===== config.mk =====
export PLATFORM = sky130hd
export DESIGN_NAME = uart_frame_ctrl
export DESIGN_NICKNAME = d
export VERILOG_FILES = /design/src/rtl/uart_pkg.sv /design/src/rtl/uart_frame_buf.sv /design/src/rtl/uart_frame_ctrl.sv
export SDC_FILE = /design/constraint.sdc
export NUM_CORES = 1
export LEC_CHECK = 0
export CELL_PAD_IN_SITES_DETAIL_PLACEMENT = 0
export CELL_PAD_IN_SITES_GLOBAL_PLACEMENT = 1
export CORE_MARGIN = 3
export CORE_UTILIZATION = 48
export CTS_CLUSTER_SIZE = 12
export DETAILED_ROUTE_END_ITERATION = 6
export GPL_ROUTABILITY_DRIVEN = 0
export GPL_TIMING_DRIVEN = 0
export PLACE_DENSITY = 0.77
export SLEW_MARGIN = 5
export SYNTH_ARGS = -nofsm -noshare
export SYNTH_HDL_FRONTEND = slang
export SYNTH_SLANG_ARGS = --single-unit

===== constraint.sdc =====
create_clock -name clk -period 2.7 [get_ports clk]
set_input_delay 0.405 -clock clk [delete_from_list [all_inputs] [get_ports clk]]
set_output_delay 0.405 -clock clk [all_outputs]
set_load 0.02 [all_outputs]

===== src/rtl/uart_pkg.sv =====
// Shared definitions for the UART frame controller.
// Holds the frame-state encoding, the error-code values reported on
// err_code_o, the default frame start byte and a length check helper.
package uart_pkg;

  localparam logic [7:0] HEADER_DEFAULT = 8'hA5;

  localparam logic [2:0] ST_IDLE    = 3'd0;
  localparam logic [2:0] ST_ADDR    = 3'd1;
  localparam logic [2:0] ST_LEN     = 3'd2;
  localparam logic [2:0] ST_PAYLOAD = 3'd3;
  localparam logic [2:0] ST_CSUM    = 3'd4;
  localparam logic [2:0] ST_WRITE   = 3'd5;

  localparam logic [1:0] ERR_TIMEOUT = 2'b00;
  localparam logic [1:0] ERR_BAD_LEN = 2'b01;
  localparam logic [1:0] ERR_CSUM    = 2'b10;
  localparam logic [1:0] ERR_OVERRUN = 2'b11;

  // A length byte is usable when it is in 1..max_len.
  function automatic logic len_ok(input logic [7:0] len, input int max_len);
    return (len != 8'd0) && (int'(len) <= max_len);
  endfunction

endpackage


===== src/rtl/uart_frame_buf.sv =====
// Payload register file for uart_frame_ctrl.
// DEPTH x 8 storage with one synchronous write port and one asynchronous
// read port. Contents are not reset.
// Ports:
//   clk      - system clock
//   wr_en    - write strobe
//   wr_addr  - write index
//   wr_data  - write byte
//   rd_addr  - read index
//   rd_data  - byte stored at rd_addr (combinational)
module uart_frame_buf #(
  parameter int DEPTH = 8,
  parameter int AW    = 3
) (
  input  logic          clk,
  input  logic          wr_en,
  input  logic [AW-1:0] wr_addr,
  input  logic [7:0]    wr_data,
  input  logic [AW-1:0] rd_addr,
  output logic [7:0]    rd_data
);

  logic [7:0] mem [DEPTH];

  always_ff @(posedge clk) begin
    if (wr_en) mem[wr_addr] <= wr_data;
  end

  assign rd_data = mem[rd_addr];

endmodule


===== src/rtl/uart_frame_ctrl.sv =====
// UART frame controller.
// Parses frames of the form HEADER, addr, len, len payload bytes, checksum
// (XOR of addr, len and payload) from a byte stream, then issues one
// register write per payload byte to consecutive addresses starting at addr.
// Ports:
//   clk, rst_n   - clock, asynchronous active-low reset
//   rx_data_i    - received byte, valid when rx_valid_i pulses
//   wr_en_o      - write request, held with wr_addr_o/wr_data_o until
//                  wr_ready_i accepts it
//   frame_ok_o   - one-cycle pulse after the last write of a frame
//   frame_err_o  - one-cycle pulse on any frame error
//   err_code_o   - code of the most recent error (held)
//   busy_o       - controller is inside a frame
module uart_frame_ctrl
  import uart_pkg::*;
#(
  parameter logic [7:0] HEADER      = HEADER_DEFAULT,
  parameter int         MAX_LEN     = 8,
  parameter int         TIMEOUT_CYC = 50000
) (
  input  logic       clk,
  input  logic       rst_n,
  input  logic [7:0] rx_data_i,
  input  logic       rx_valid_i,
  output logic       wr_en_o,
  output logic [7:0] wr_addr_o,
  output logic [7:0] wr_data_o,
  input  logic       wr_ready_i,
  output logic       frame_ok_o,
  output logic       frame_err_o,
  output logic [1:0] err_code_o,
  output logic       busy_o
);

  localparam int IW = (MAX_LEN > 1) ? $clog2(MAX_LEN) : 1;
  localparam int TW = $clog2(TIMEOUT_CYC + 1);

  logic [2:0]    state;
  logic [7:0]    base;
  logic [7:0]    csum;
  logic [4:0]    len;
  logic [IW-1:0] idx;
  logic [TW-1:0] tmo_cnt;
  logic [7:0]    buf_rd;
  logic          timed;
  logic          tmo_hit;
  logic          last_idx;
  logic          buf_we;

  // Only the receive states are guarded by the inter-byte timeout.
  assign timed    = (state == ST_ADDR) || (state == ST_LEN) ||
                    (state == ST_PAYLOAD) || (state == ST_CSUM);
  // A byte arriving in the expiry cycle is still accepted.
  assign tmo_hit  = timed && !rx_valid_i && (tmo_cnt == TW'(TIMEOUT_CYC - 1));
  assign last_idx = (5'(idx) == len - 5'd1);
  assign buf_we   = (state == ST_PAYLOAD) && rx_valid_i;

  uart_frame_buf #(
    .DEPTH(MAX_LEN),
    .AW   (IW)
  ) u_buf (
    .clk    (clk),
    .wr_en  (buf_we),
    .wr_addr(idx),
    .wr_data(rx_data_i),
    .rd_addr(idx),
    .rd_data(buf_rd)
  );

  // Write interface is driven straight from the WRITE state so the request
  // appears the cycle after the checksum byte and stays stable until taken.
  assign wr_en_o   = (state == ST_WRITE);
  assign wr_addr_o = wr_en_o ? base + 8'(idx) : 8'h00;
  assign wr_data_o = wr_en_o ? buf_rd : 8'h00;
  assign busy_o    = (state != ST_IDLE);

  always_ff @(posedge clk or negedge rst_n) begin
    if (!rst_n) begin
      state       <= ST_IDLE;
      base        <= '0;
      csum        <= '0;
      len         <= '0;
      idx         <= '0;
      tmo_cnt     <= '0;
      frame_ok_o  <= 1'b0;
      frame_err_o <= 1'b0;
      err_code_o  <= ERR_TIMEOUT;
    end else begin
      frame_ok_o  <= 1'b0;
      frame_err_o <= 1'b0;

      // Counts idle cycles since the last byte; any byte or leaving the
      // receive states restarts it, which also covers state entry.
      if (timed && !rx_valid_i) tmo_cnt <= tmo_cnt + 1'b1;
      else                      tmo_cnt <= '0;

      if (tmo_hit) begin
        state       <= ST_IDLE;
        frame_err_o <= 1'b1;
        err_code_o  <= ERR_TIMEOUT;
        tmo_cnt     <= '0;
      end else begin
        case (state)
          ST_IDLE: begin
            if (rx_valid_i && rx_data_i == HEADER) state <= ST_ADDR;
          end
          ST_ADDR: begin
            if (rx_valid_i) begin
              base  <= rx_data_i;
              csum  <= rx_data_i;
              state <= ST_LEN;
            end
          end
          ST_LEN: begin
            if (rx_valid_i) begin
              if (len_ok(rx_data_i, MAX_LEN)) begin
                len   <= rx_data_i[4:0];
                csum  <= csum ^ rx_data_i;
                idx   <= '0;
                state <= ST_PAYLOAD;
              end else begin
                frame_err_o <= 1'b1;
                err_code_o  <= ERR_BAD_LEN;
                state       <= ST_IDLE;
              end
            end
          end
          ST_PAYLOAD: begin
            if (rx_valid_i) begin
              csum <= csum ^ rx_data_i;
              idx  <= idx + 1'b1;
              if (last_idx) state <= ST_CSUM;
            end
          end
          ST_CSUM: begin
            if (rx_valid_i) begin
              if (rx_data_i == csum) begin
                idx   <= '0;
                state <= ST_WRITE;
              end else begin
                frame_err_o <= 1'b1;
                err_code_o  <= ERR_CSUM;
                state       <= ST_IDLE;
              end
            end
          end
          ST_WRITE: begin
            // Bytes arriving while writing are dropped but reported; the
            // write sequence is not disturbed.
            if (rx_valid_i) begin
              frame_err_o <= 1'b1;
              err_code_o  <= ERR_OVERRUN;
            end
            if (wr_ready_i) begin
              if (last_idx) begin
                frame_ok_o <= 1'b1;
                state      <= ST_IDLE;
              end else begin
                idx <= idx + 1'b1;
              end
            end
          end
          default: state <= ST_IDLE;
        endcase
      end
    end
  end

endmodule


==> impl_metrics.py, run 1 <==
metrics = {
    "yosys": {
        "synthAdderAreaFrac": 0.0181,
        "avgSynthCellArea_um2": 12.3,
        "syn_inst": 427,
        "seq_area_frac_synth": 0.589,
        "synth_edf_count": 64,
        "synth.area.top_cells": "edfxtp_1, dfrtp_1, nor2_1, xor2_1, mux2_2",
        "synth.cell_area_mm2": 0.00526,
        "synthXorXnorAreaFrac": 0.0533,
        "yosysUniqueCellTypes": 58,
        "synth_most_common_cell": "edfxtp_1",
        "synth_compound_area_frac": 0.0851,
        "async_reset_ff_frac": 0.423,
        "syn_nets": 446,
        "synth_top_area_frac": 0.365,
        "yosys.area.top_type": "edfxtp_1",
        "synth-simple-area-share": 0.149,
        "synth_top_family_by_area": "simple AND/OR/NAND/NOR gates",
        "synth_flop_cell": "edfxtp_1",
        "synth.top_cells.by_count": "edfxtp_1, nor2_1, dfrtp_1, nand2_1, xor2_1",
        "synth_seq_cells": 111,
        "yosysWarnings": 0,
        "synthMuxAreaShare": 0.0785,
    },
    "worst_setup_path": {
        "crit_type": "reg -> out",
        "rrSetupSlack_ns": 0.19,
        "path_buf_inv": 1,
        "critPathMaxStageDelay_ns": 0.48,
        "cp_max_fo": 4,
        "cp-start-kind": "flop",
        "cp.required_ns": 2.30,
        "r2r-start": "state[2]",
        "crit_top_cell": "nor2_1",
        "critPathCaptureType": "output pin",
        "cp_cell_sequence": "ha_1 -> a21o_1 -> a21oi_2 -> nor2_1 -> nand3_1 -> xor2_1 -> nor2_1 -> clkdlybuf4s15_1",
        "cp_top_family": "flip-flops",
        "crit_start": "idx[1]",
        "cp_slowest_cell": "dfrtp_2",
        "arrival_ns": 2.20,
    },
    "power_and_ir_drop": {
        "ir_worst_vdd_v": 0.000339,
        "power_uw": 4950,
        "p_leak_uw": 0.00239,
        "power_density_mw_per_mm2": 809,
    },
    "sta": {
        "fin_crit_ns": 2.60,
        "relSlewSlack": 0.352,
        "fmax_mhz": 384,
        "setup_viol": 0,
        "period_share": 0.963,
        "slew_violations": 0,
        "whs_ns": 0.473,
        "finalHoldViolCount": 0,
        "tightest_slew_ns": 0.969,
        "skew_ns": 0.0102,
        "setup_slack_ns": 0.0986,
    },
    "clock_tree": {
        "cts-root-buf": "clkbuf_8",
        "htreeDepth": 3,
        "insertion_delay_ns": 0.38,
        "tritoncts": "done",
        "clock_sinks": 111,
        "clk_path_buf_depth": 2,
        "clk_pin_slew_ns": 0.11,
        "cts_buffers": 9,
    },
    "finish": {
        "fin_util": 0.582,
        "drive_gt1_frac": 0.177,
        "area_growth_pct": 16.3,
        "final_nets": 494,
        "fin_cells": 616,
        "n_antenna_cell": 0,
    },
    "detailed_routing": {
        "wl_per_cell_um": 18.9,
        "via_per_inst": 5.75,
        "drt_first_pass_iters": 4,
        "drtIter0Drc": 163,
        "ant_nets": 0,
        "routed_wl_mm": 11.6,
        "drc": 0,
        "num_vias": 3539,
    },
    "status": {
        "status": "completed",
    },
    "place": {
        "dpl.cell_count": 597,
        "dp_hpwl_mm": 8.02,
        "pre_cts_ws_ns": -0.393,
        "numPortBuffers": 33,
    },
    "floorplanning": {
        "start_util": 0.501,
        "design.die.area_mm2": 0.0123,
        "rows": 37,
        "pin_count": 34,
        "die_y_um": 111,
        "chipWidth_um": 111,
        "core_area_mm2": 0.0105,
    },
    "global_route": {
        "antenna_found_initial": 0,
        "grt_max_degree": 32,
        "grt-ovfl-total": 0,
        "track_usage": 0.196,
        "grt_pass1_vias": 3543,
        "grt_pass1_wl_mm": 18.9,
    },
    "hold_path": {
        "hold_class": "in -> async",
    },
    "flow_run": {
        "drv_cap": 0,
    },
}
## stage by stage
step | instance area [um^2] | setup TNS, ns
after floorplan | 5260 | 0
after global placement | 5760 | -25.56
after detailed placement | 5790 | -15.32
after CTS | 6070 | -0.209
after global routing | 6120 | -0.00188
final | 6120 | 0
## per-layer routing
layer  up-vias  part of all wire  global-route usage
li1       1666                 -                   -
met1      1753              0.45               0.271
met2        99              0.48               0.314
met3        21             0.053              0.0300
met4         0             0.021              0.0755
met5         -                 0                   0
## cell usage in the layout, fill, tap and decap left out, types with 5 or more instances in the layout
cell / count
clkbuf_8: 10
inv_1: 8
buf_4: 6
nand3_1: 10
nand2_1: 25
ha_1: 5
dlygate4sd2_1: 10
o21ai_0: 6
nor2_1: 57
a21oi_1: 19
clkbuf_2: 6
mux2i_1: 12
dfrtp_1: 46
clkdlybuf4s50_1: 14
a311oi_1: 9
mux2_2: 14
mux4_2: 6
a22o_1: 6
dlymetal6s2s_1: 5
nor3_1: 7
edfxtp_1: 64
nor2b_1: 5
xor2_1: 23
xnor2_1: 9
## kinds of logic (layout without fill, tap and decap cells)
family                     count (synthesis)  count (layout)
AOI/OAI and AO/OA                         64              64
buffers and inverters                     29              82
muxes                                     32              32
DFF                                      111             111
xor gates and xnor gates                  32              32
adders and majority gates                  7               7
and+or+nand+nor                          152             152
## final timing paths
| check | cells after the start | to |
|---|---|---|
| worst min register to register | 1 | tmo_cnt[0] |
| worst max register to register | 4 | u_buf.mem[1][6] |
| min in group clk | 1 | tmo_cnt[0] |
| max in group asynchronous | 3 | tmo_cnt[0] |
| worst max-delay path | 8 | wr_addr_o[7] |
| worst min-delay path | 2 | frame_err_o |
## power breakdown
part	switching (uW)	total [uW]	internal, uW	leakage (uW)
Combinational	932	1670	740	0.00108
Clock	572	1100	527	0.000110
Sequential	185	2180	1990	0.00119
## cell type report
cell class              instances  area, um^2
fillers                       885        4390
flip-flops and latches        111        3100
multi-input cells             287        2070
repair buffers                 37         360
well taps                     136         170
plain buffers                  20         155
clock buffers                   9         124
clock inverters                 7        96.3
inverters                       9        37.5
## state kept, by name, summed over array words and instances, names as in the netlist
register,flops
state,3
err_code_o,2
u_buf.mem,64
tmo_cnt,16
base,8
frame_err_o,1
len,5
frame_ok_o,1
csum,8
idx,3
## what timing repair did
action	in CTS	in global routing
hold endpoints to repair	16	0
gates resized for setup	39	19
buffers inserted	0	2
gates cloned	0	0
hold buffers	1	0
setup endpoints to repair	64	22
Note: power is estimated with default switching activity, not from simulation.
==> run 2: changes to the inputs <==
CORE_MARGIN = 5   (was 3)
==> run 2 against run 1 <==
Design area grew 1.2%. Register-to-register slack lost 0.02 ns. Combinational power is essentially flat.
==> impl_metrics.py, run 2 (synthesis gave the netlist of run 1 again) <==
metrics = {
    "finish": {
        "num-fill-cells": 922,
        "area_growth_pct": 17.6,
        "largest_reg_flops": 64,
        "n_antenna_cell": 0,
        "fin_area_mm2": 0.00619,
        "largest_register": "u_buf.mem",
        "drive_gt1_frac": 0.186,
        "layout_commonest_cell": "edfxtp_1",
        "final_nets": 498,
        "final_cell_mix": "edfxtp_1, nor2_1, dfrtp_1",
        "top_regs": "u_buf.mem: 64 flops, tmo_cnt: 16 flops",
        "fin_util": 0.573,
    },
    "floorplanning": {
        "chipWidth_um": 115,
        "design.die.area_mm2": 0.0132,
        "core_area_mm2": 0.0108,
        "pin_count": 34,
        "die_y_um": 115,
        "start_util": 0.487,
        "rows": 38,
    },
    "global_route": {
        "grt_pass1_vias": 3506,
        "track_usage": 0.186,
        "grt_pass1_wl_mm": 18.6,
        "antenna_found_initial": 0,
        "grt_max_degree": 32,
        "grt-ovfl-total": 0,
    },
    "flow_run": {
        "drv_cap": 0,
    },
    "detailed_routing": {
        "via_per_inst": 5.70,
        "drt_first_pass_iters": 5,
        "drtIter0Drc": 215,
        "ant_nets": 0,
        "wl_per_cell_um": 18.7,
        "drc": 0,
        "num_vias": 3554,
        "routed_wl_mm": 11.7,
    },
    "worst_setup_path": {
        "critPathCaptureType": "output pin",
        "arrival_ns": 2.16,
        "crit_type": "reg -> out",
        "cp-start-kind": "flop",
        "cp.required_ns": 2.30,
        "cp_max_fo": 3,
    },
    "status": {
        "status": "completed",
    },
    "power_and_ir_drop": {
        "power_uw": 5000,
        "p_leak_uw": 0.00240,
        "power_density_mw_per_mm2": 808,
        "ir_worst_vdd_v": 0.000356,
    },
    "place": {
        "dp_hpwl_mm": 7.94,
        "placement.cell_area_mm2": 0.00578,
        "numPortBuffers": 33,
    },
    "sta": {
        "rsz0062_at_grt": "no",
        "skew_ns": 0.0121,
        "slew_violations": 0,
        "setup_viol": 0,
        "fin_crit_ns": 2.57,
        "fmax_mhz": 390,
        "whs_ns": 0.463,
        "relSlewSlack": 0.342,
        "period_share": 0.950,
        "finalSetupTns_ns": 0,
        "finalHoldViolCount": 0,
        "tightest_slew_ns": 0.983,
    },
    "clock_tree": {
        "cts-root-buf": "clkbuf_8",
        "clk_path_buf_depth": 2,
        "tritoncts": "done",
        "clock_sinks": 111,
        "insertion_delay_ns": 0.37,
        "cts_buffers": 9,
        "clk_pin_slew_ns": 0.11,
        "htreeDepth": 3,
    },
    "hold_path": {
        "hold_class": "reg -> reg",
    },
}
-- run 2: worst paths after layout --
path	start	endpoint	slack [ns]	cells past startpoint
max in group asynchronous	rst_n	tmo_cnt[8]	1.71	3
max	idx[0]	wr_addr_o[6]	0.13	8
min	tmo_cnt[0]	tmo_cnt[0]	0.46	1
min reg2reg	tmo_cnt[0]	tmo_cnt[0]	0.46	1
min in group asynchronous	rst_n	base[5]	0.48	2
max reg2reg	state[2]	u_buf.mem[5][4]	0.17	3
-- run 2: report_power, final --
part,internal (uW),switching (uW),total (uW)
clock network,558,565,1120
registers,1990,202,2190
logic,760,929,1690
-- run 2: metal layers --
layer | vias to the layer above | share of wire | track usage
met1 | 1763 | 0.46 | 0.266
li1 | 1677 | - | -
met4 | 0 | 0.017 | 0.0704
met5 | - | 0 | 0
met3 | 16 | 0.047 | 0.0322
met2 | 98 | 0.48 | 0.285
-- run 2: stage by stage --
stage                     worst slack (ns)  instances
after floorplan                      0.468        427
after global placement              -0.482        600
after detailed placement            -0.595        601
after CTS                          0.00791        621
after global routing               0.00131        624
final                                0.134        624
-- run 2: critical path, cell delays in order (launching register included) --
cell and delay, ns:
dfrtp_1 0.42, ha_1 0.23, fa_2 0.36, a21oi_1 0.14, nor2b_1 0.08, nand3_1 0.10, xor2_1 0.16, nor2_1 0.05
clkdlybuf4s15_2 0.25
-- run 2: timing repair --
item	4_1_cts	5_1_grt
hold buffers	1	0
pin swaps	0	0
hold endpoints to repair	16	0
gates resized for setup	41	19
setup buffers	4	3
setup endpoints to repair	71	28
-- run 2: final cells by class --
cell class	instances	area (um^2)	area share
Sequential cell	111	3100	0.501
Multi-Input combinational cell	287	2080	0.336
Timing Repair Buffer	42	407	0.0657
Tap cell	140	175	0.0283
Buffer	19	159	0.0257
Clock buffer	11	141	0.0228
Clock inverter	5	87.6	0.0141
Inverter	9	41.3	0.00667
